$ cat src/rtl/pc_fetch_controller.sv
// pc_fetch_controller
// Program-counter register and instruction-fetch sequencer. It issues fetches
// to instruction memory over a valid/ready handshake. The PC advances
// sequentially, or jumps to a branch/jump redirect target. The PC is held
// across decode and bus stalls.
// A redirect that arrives while a request is still waiting for the memory is
// parked in a pending register. It is applied on the accept edge, so the
// address on the bus never changes mid-handshake.

module pc_fetch_controller #(
  parameter int                   DATA_SIZE = 32,
  parameter logic [DATA_SIZE-1:0] RESET_PC  = 32'h0000_0000
) (
  input  logic                 clk,
  input  logic                 rst,
  input  logic                 instruction_stall,
  input  logic                 bus_stall,
  input  logic                 redirect_valid,
  input  logic [DATA_SIZE-1:0] redirect_pc,
  input  logic                 im_ready,
  output logic                 im_req,
  output logic [DATA_SIZE-1:0] im_addr,
  output logic                 fetch_valid,
  output logic [DATA_SIZE-1:0] pc,
  output logic [DATA_SIZE-1:0] past_pc
);

  typedef enum logic [1:0] {
    S_IDLE = 2'd0,
    S_REQ  = 2'd1,
    S_HOLD = 2'd2
  } state_t;

  localparam logic [DATA_SIZE-1:0] PC_STEP    = {{(DATA_SIZE-3){1'b0}}, 3'd4};
  localparam logic [DATA_SIZE-1:0] ALIGN_MASK = {{(DATA_SIZE-2){1'b0}}, 2'b11};

  state_t               state_r, state_s;
  logic [DATA_SIZE-1:0] pc_r, pc_s;
  logic [DATA_SIZE-1:0] past_pc_r, past_pc_s;
  logic                 pend_valid_r, pend_valid_s;
  logic [DATA_SIZE-1:0] pend_pc_r, pend_pc_s;

  logic                 accept_s;
  logic                 stall_s;
  logic                 redir_s;
  logic [DATA_SIZE-1:0] target_s;

  // Request qualifiers; redirects are frozen along with the rest of the pipe on a bus stall
  always_comb begin
    im_req      = (state_r == S_REQ);
    accept_s    = im_req && im_ready;
    stall_s     = instruction_stall || bus_stall;
    redir_s     = redirect_valid && !bus_stall;
    target_s    = redirect_pc & ~ALIGN_MASK;
    fetch_valid = accept_s && !redir_s && !pend_valid_r;
    im_addr     = pc_r;
    pc          = pc_r;
    past_pc     = past_pc_r;
  end

  // Next-state and PC/pending-redirect update logic
  always_comb begin
    state_s      = state_r;
    pc_s         = pc_r;
    past_pc_s    = past_pc_r;
    pend_valid_s = pend_valid_r;
    pend_pc_s    = pend_pc_r;
    case (state_r)
      S_IDLE: begin
        state_s = S_REQ;
      end
      S_REQ: begin
        if (accept_s) begin
          past_pc_s    = pc_r;
          pend_valid_s = 1'b0;
          if (redir_s) begin
            pc_s = target_s;
          end else if (pend_valid_r) begin
            pc_s = pend_pc_r;
          end else begin
            pc_s = pc_r + PC_STEP;
          end
          if (stall_s) begin
            state_s = S_HOLD;
          end else begin
            state_s = S_REQ;
          end
        end else begin
          // Keep address stable until accepted; park any redirect for later
          if (redir_s) begin
            pend_valid_s = 1'b1;
            pend_pc_s    = target_s;
          end else begin
            pend_valid_s = pend_valid_r;
          end
          state_s = S_REQ;
        end
      end
      S_HOLD: begin
        if (redir_s) begin
          pc_s = target_s;
        end else begin
          pc_s = pc_r;
        end
        if (stall_s) begin
          state_s = S_HOLD;
        end else begin
          state_s = S_REQ;
        end
      end
      default: begin
        state_s      = S_IDLE;
        pend_valid_s = 1'b0;
      end
    endcase
  end

  // State, PC and pending-redirect registers with asynchronous active-low reset
  always_ff @(posedge clk or negedge rst) begin
    if (!rst) begin
      state_r      <= S_IDLE;
      pc_r         <= RESET_PC;
      past_pc_r    <= RESET_PC;
      pend_valid_r <= 1'b0;
      pend_pc_r    <= RESET_PC;
    end else begin
      state_r      <= state_s;
      pc_r         <= pc_s;
      past_pc_r    <= past_pc_s;
      pend_valid_r <= pend_valid_s;
      pend_pc_r    <= pend_pc_s;
    end
  end

endmodule

$ cat config.mk
export PLATFORM = sky130hd
export DESIGN_NAME = pc_fetch_controller
export DESIGN_NICKNAME = d
export VERILOG_FILES = /design/src/rtl/pc_fetch_controller.sv
export SDC_FILE = /design/constraint.sdc
export NUM_CORES = 1
export LEC_CHECK = 0
export ABC_CLOCK_PERIOD_IN_PS = 2300
export BUFFER_PORTS_ARGS = -buffer_cell sky130_fd_sc_hd__clkbuf_2
export CAP_MARGIN = 10
export CORE_MARGIN = 1
export CORE_UTILIZATION = 54
export CTS_BUF_LIST = sky130_fd_sc_hd__clkbuf_8
export CTS_CLUSTER_DIAMETER = 60
export DETAILED_ROUTE_END_ITERATION = 10
export PLACE_DENSITY_LB_ADDON = 0.1
export SYNTH_ARGS = -nofsm -noshare
export SYNTH_HDL_FRONTEND = slang
export SYNTH_SLANG_ARGS = --single-unit
$ cat constraint.sdc
create_clock -name clk -period 2.3 [get_ports clk]
set_clock_uncertainty 0.2 [all_clocks]
set_input_delay 0.115 -clock clk [delete_from_list [all_inputs] [get_ports clk]]
set_output_delay 0.115 -clock clk [all_outputs]
set_load 0.03 [all_outputs]
# Word-level counts from Yosys, hierarchy flattened
# Index checks and enable logic that the tools add are counted.
dict set report word_totals {
  register_bits 97
  latchBits 0
  ram_bits 0
  rom_bits 0
  inputBits 38
  out_inout_bits 98
  elab_cells 39
  mem_count 0
}
dict set report op_classes {
  n_addsub 1
  n_mul 0
  div_mod_pow 0
  magnitude_cmp 0
  n_eq_ne 5
  n_shift 0
  muxes 11
  n_bitwise 2
  reduce_logical 15
}
# operator count
set op_table {}
lappend op_table {{$mux 32} 4}
lappend op_table {{$pmux 32 s2} 1}
lappend op_table {{$add 32x3->32 const B} 1}
lappend op_table {{$pmux 2 s3} 1}
lappend op_table {{$reduce_and 3->1} 2}
lappend op_table {{$logic_and 1x1->1} 4}
lappend op_table {{$mux 2} 2}
lappend op_table {{$reduce_and 2->1} 2}
lappend op_table {{$logic_not 1->1} 3}
lappend op_table {{$ne 3x1->1 const B} 1}
lappend op_table {{$eq 2x1->1 const B} 1}
lappend op_table {{$eq 2x2->1 const B} 1}
lappend op_table {{$logic_not 2->1} 1}
lappend op_table {{$mux 1} 2}
lappend op_table {{$ne 2x1->1 const B} 1}
lappend op_table {{$ne 2x2->1 const B} 1}
lappend op_table {{$not 1->1} 2}
lappend op_table {{$pmux 1 s2} 1}
lappend op_table {{$reduce_bool 2->1} 1}
lappend op_table {{$reduce_or 2->1} 1}
lappend op_table {{$logic_or 1x1->1} 1}

# Depth between registers and ports, before layout
dict set report depth {
  word_depth 5
  mapped_depth 9
  ltp_nobuf 7
}

# Worst setup path after synthesis
# OpenSTA, ideal clock, no wires.
dict set report synth_timing {
  kind {reg2out}
  from {reg state_r[1]}
  to {out fetch_valid}
  arrival_ps 1997
  path_slack_ps -12
  stages_incl_launch_ff 6
  path_buffers 1
  path_cell_list {dfrtp_1 -> inv_1 -> ha_1 -> nand2_1 -> clkbuf_1 -> nor3_1}
}
dict set report synth_via {
  elab_chain_len 4
}
# element line_no
set synth_rtl {}
lappend synth_rtl {{from (decl)} 37} ;# state_t state_r, state_s;
lappend synth_rtl {{from (signal assigned)} 127} ;# state_r <= state_s;
lappend synth_rtl {{$eq 2x1->1} 50} ;# im_req = (state_r == S_REQ);
lappend synth_rtl {{named net im_req} 21} ;# output logic im_req,
lappend synth_rtl {{$logic_and 1x1->1} 51} ;# accept_s = im_req && im_ready;
lappend synth_rtl {{$logic_and 1x1->1 (2 in series)} 55} ;# fetch_valid = accept_s && !redir_s && !pend_valid_r;
lappend synth_rtl {{to (decl)} 23} ;# output logic fetch_valid,
# The timed path passes the listed nets, and every way through them passes these cells.

# Worst setup path after layout
dict set report layout_timing {
  from {reg state_r[0]}
  to {reg pc_r[31], in the netlist im_addr[31]}
}
dict set report layout_via {
  elab_chain_len 4
  word_cells_on_any_way 8
  classes_between {4 x eq/ne; 1 x mux; 3 x reduce/logical}
}
# element line_no
set layout_rtl {}
lappend layout_rtl {{$eq 2x1->1} {50, 68}}
lappend layout_rtl {{$logic_and 1x1->1} 51}
lappend layout_rtl {{$ne 2x1->1 (no source line)} -}
lappend layout_rtl {{$reduce_and 3->1 (no source line)} -}
lappend layout_rtl {{to (signal assigned)} 128} ;# pc_r <= pc_s;
lappend layout_rtl {{to (decl)} 38} ;# logic [DATA_SIZE-1:0] pc_r, pc_s;
# Several ways; a longest one is shown, not always the timed one.
# A chain may end at the register's enable or synchronous reset.

==> out/metrics.cfg <==
[status]
status=finished, final reports clean

[grt]
grt_start_max_net_pins=41
grt_pass1_wl_um=20200
gr-total-overflow=0
grt_use_total=0.268
grt_pass1_vias=4003
antenna_found_initial=0

[timing]
setup_viol=0
rsz0062_at_grt=false
hold_viol=0
worst_pin_slew_ns=0.603
fin_crit_sh=0.933
max-slew-margin-rel=0.598
tns_ns=0
final_max_slew_viol_count=0
fmax_mhz=466
period_needed_ns=2.15

[synthesis]
synth_seq_cells=93
synth_ff_type=dfrtp_1
synth_top_area_cell=dfrtp_1
synth_seq_area_share=0.472
synthSimpleGateAreaFrac=0.116
netlist_area_mm2=0.00493
synth_top_area_share=0.472
synth.distinct_cells=53
synth-edff-count=0
synth_xor_area_frac=0.0320
synth.top_cells.by_area=dfrtp_1 (47%), mux2_2 (13%), buf_4 (5.8%)
synthTopCellsByCount=dfrtp_1 (93), mux2_2 (59), buf_4 (38)
synth_mux_area_frac=0.155
synth_fa_ha_area_frac=0.0127
synth_top_family_by_area=multiplexers
async_flop_share=1.00
synth_most_common_cell=dfrtp_1
synth_compound_area_frac=0.127
syn_inst=462
ys.warnings.count=0
syn_area_per_cell_um2=10.7

[final_layout]
fin_nets=653
nFillCells=671
syn_to_final_growth_pct=25.4
fin_cells=722
diodes=0
drive_above_1_share=0.404

[power]
vdd.ir_drop.worst_mv=0.793
power_uw=9500
power_density_mw_per_mm2=1540
p_leak_uw=0.00293

[clock_tree]
htreeDepth=3
cts_root_buf=clkbuf_8
cts_tree=yes
cts_setup_buffers=0
cts_sinks=93
cts_buffers=9
clk_path_buf_depth=2
clk_latency_ns=0.36
clkTransAtPathRegs_ns=0.09

[setup_path]
r2r_slack_ns=0.15
worstSetupStartpointType=flop
critPathKind=reg2reg
critPathLaunch=state_r[0]
worstSetupEndpointType=flop
required_ns=2.33
max_stage_delay_ns=0.39
crit_end=im_addr[31]
reg2reg_to=im_addr[31]
crit_slowest_cell=dfrtp_1
worstPathArrival_ns=2.17
worstPathMaxFanout=20
r2r_start=state_r[0]
worstPathCellList=inv_1 -> ha_1 -> buf_4 -> nor2_1 -> buf_4 -> nor2_1 -> a222oi_1 -> o21ai_0
worstRegToRegCells=8

[route]
drc=0
final_antenna_net_count=0
wl_um=12300
wl_per_cell_um=17.0
drtPass1Iterations=5
dr.first_iter.drc_count=268
dr_total_vias=4178
via_per_inst=5.79

[die]
io_pins=136
die_area_mm2=0.00952
die_w_um=97.5
rows=34
die_y_um=97.5
core_area_mm2=0.00876
initial_core_util=0.563

[run]
drv_cap=0

[placement]
dp_hpwl_um=8490
numPortBuffers=127
gp_congestion=0.832
place_inst=673

[worst_hold_path]
hp-class=in2reg
min_path_cells=4

-- per-layer routing --
layer,routed length [um],up-vias,GRT usage
li1,-,1928,-
met1,5760,2065,0.383
met2,5680,169,0.411
met3,668,16,0.0525
met4,187,0,0.0882
met5,0,-,0
-- power by group --
| part | switching, uW | total [uW] | internal [uW] |
|---|---|---|---|
| Combinational | 3310 | 5250 | 1940 |
| Clock | 574 | 1210 | 631 |
| Sequential | 625 | 3040 | 2410 |
-- how the worst min path moves through the flow --
stage / startpoint / end / slack (ns)
after floorplan: rst / im_addr[10] / -0.38
after global placement: rst / past_pc[11] / -0.08
after detailed placement: rst / past_pc[12] / -0.08
after CTS: redirect_valid / im_addr[10] / 0.05
after global routing: redirect_valid / im_addr[10] / 0.09
final: redirect_valid / im_addr[10] / 0.06
-- kinds of logic after synthesis --
logic type	count (synthesis)
flops	93
buf+inv	71
other cells	1
mux	69
compound gates	97
simple gates	108
xor+xnor	18
fa+ha+maj	5
-- worst max-delay path, delay by kind of cell, from the launching register on --
family,cells,cell delay [ns]
DFF,1,0.39
adders and majority gates,1,0.23
AOI/OAI and AO/OA,2,0.37
and+or+nand+nor,2,0.31
buffers and inverters,3,0.53
-- layout make-up --
type,count,area (um^2),area share
clock inverter,5,76.3,0.0123
inverter,7,26.3,0.00425
sequential,93,2330,0.376
clock buffer,10,138,0.0223
multi-input combinational,303,2210,0.358
timing repair buffer,196,1270,0.205
tap,108,135,0.0219
-- stage by stage --
step | utilization | instance area, um^2 | setup WS, ns | hold WS (ns)
global placement | 0.642 | 5630 | 0.245 | -0.0820
CTS | 0.706 | 6180 | 0.157 | 0.0497
finish | 0.706 | 6180 | 0.154 | 0.0589
global route | 0.706 | 6180 | 0.0148 | 0.0874
floorplan | - | 4950 | 0.0546 | -0.381
detailed placement | 0.642 | 5630 | 0.175 | -0.0802
-- timing repair --
action                                 4_1_cts  5_1_grt
resized for setup                            0        0
hold buffers                                34        0
endpoints found under the hold margin      153        0
-- flip-flops by register name (all words and copies together), names as in the netlist --
name,flops
pend_valid_r,1
pend_pc_r,30
im_addr,30
state_r,2
past_pc,30
-- cells in the final DEF (no fill, tap or decap), types with 5 or more instances in the layout --
cell type	n
a221oi_1	6
dfrtp_1	93
mux2_2	59
clkbuf_8	10
nand2_1	35
buf_4	34
a21oi_1	23
nand3_1	16
ha_1	5
conb_1	6
and4_1	5
nor2_1	14
dlygate4sd3_1	34
o21ai_0	34
nand4_1	10
and3_1	8
clkbuf_2	126
inv_1	7
mux2i_1	10
xor2_1	9
xnor2_1	9
Power figures use the tool's default switching activity.
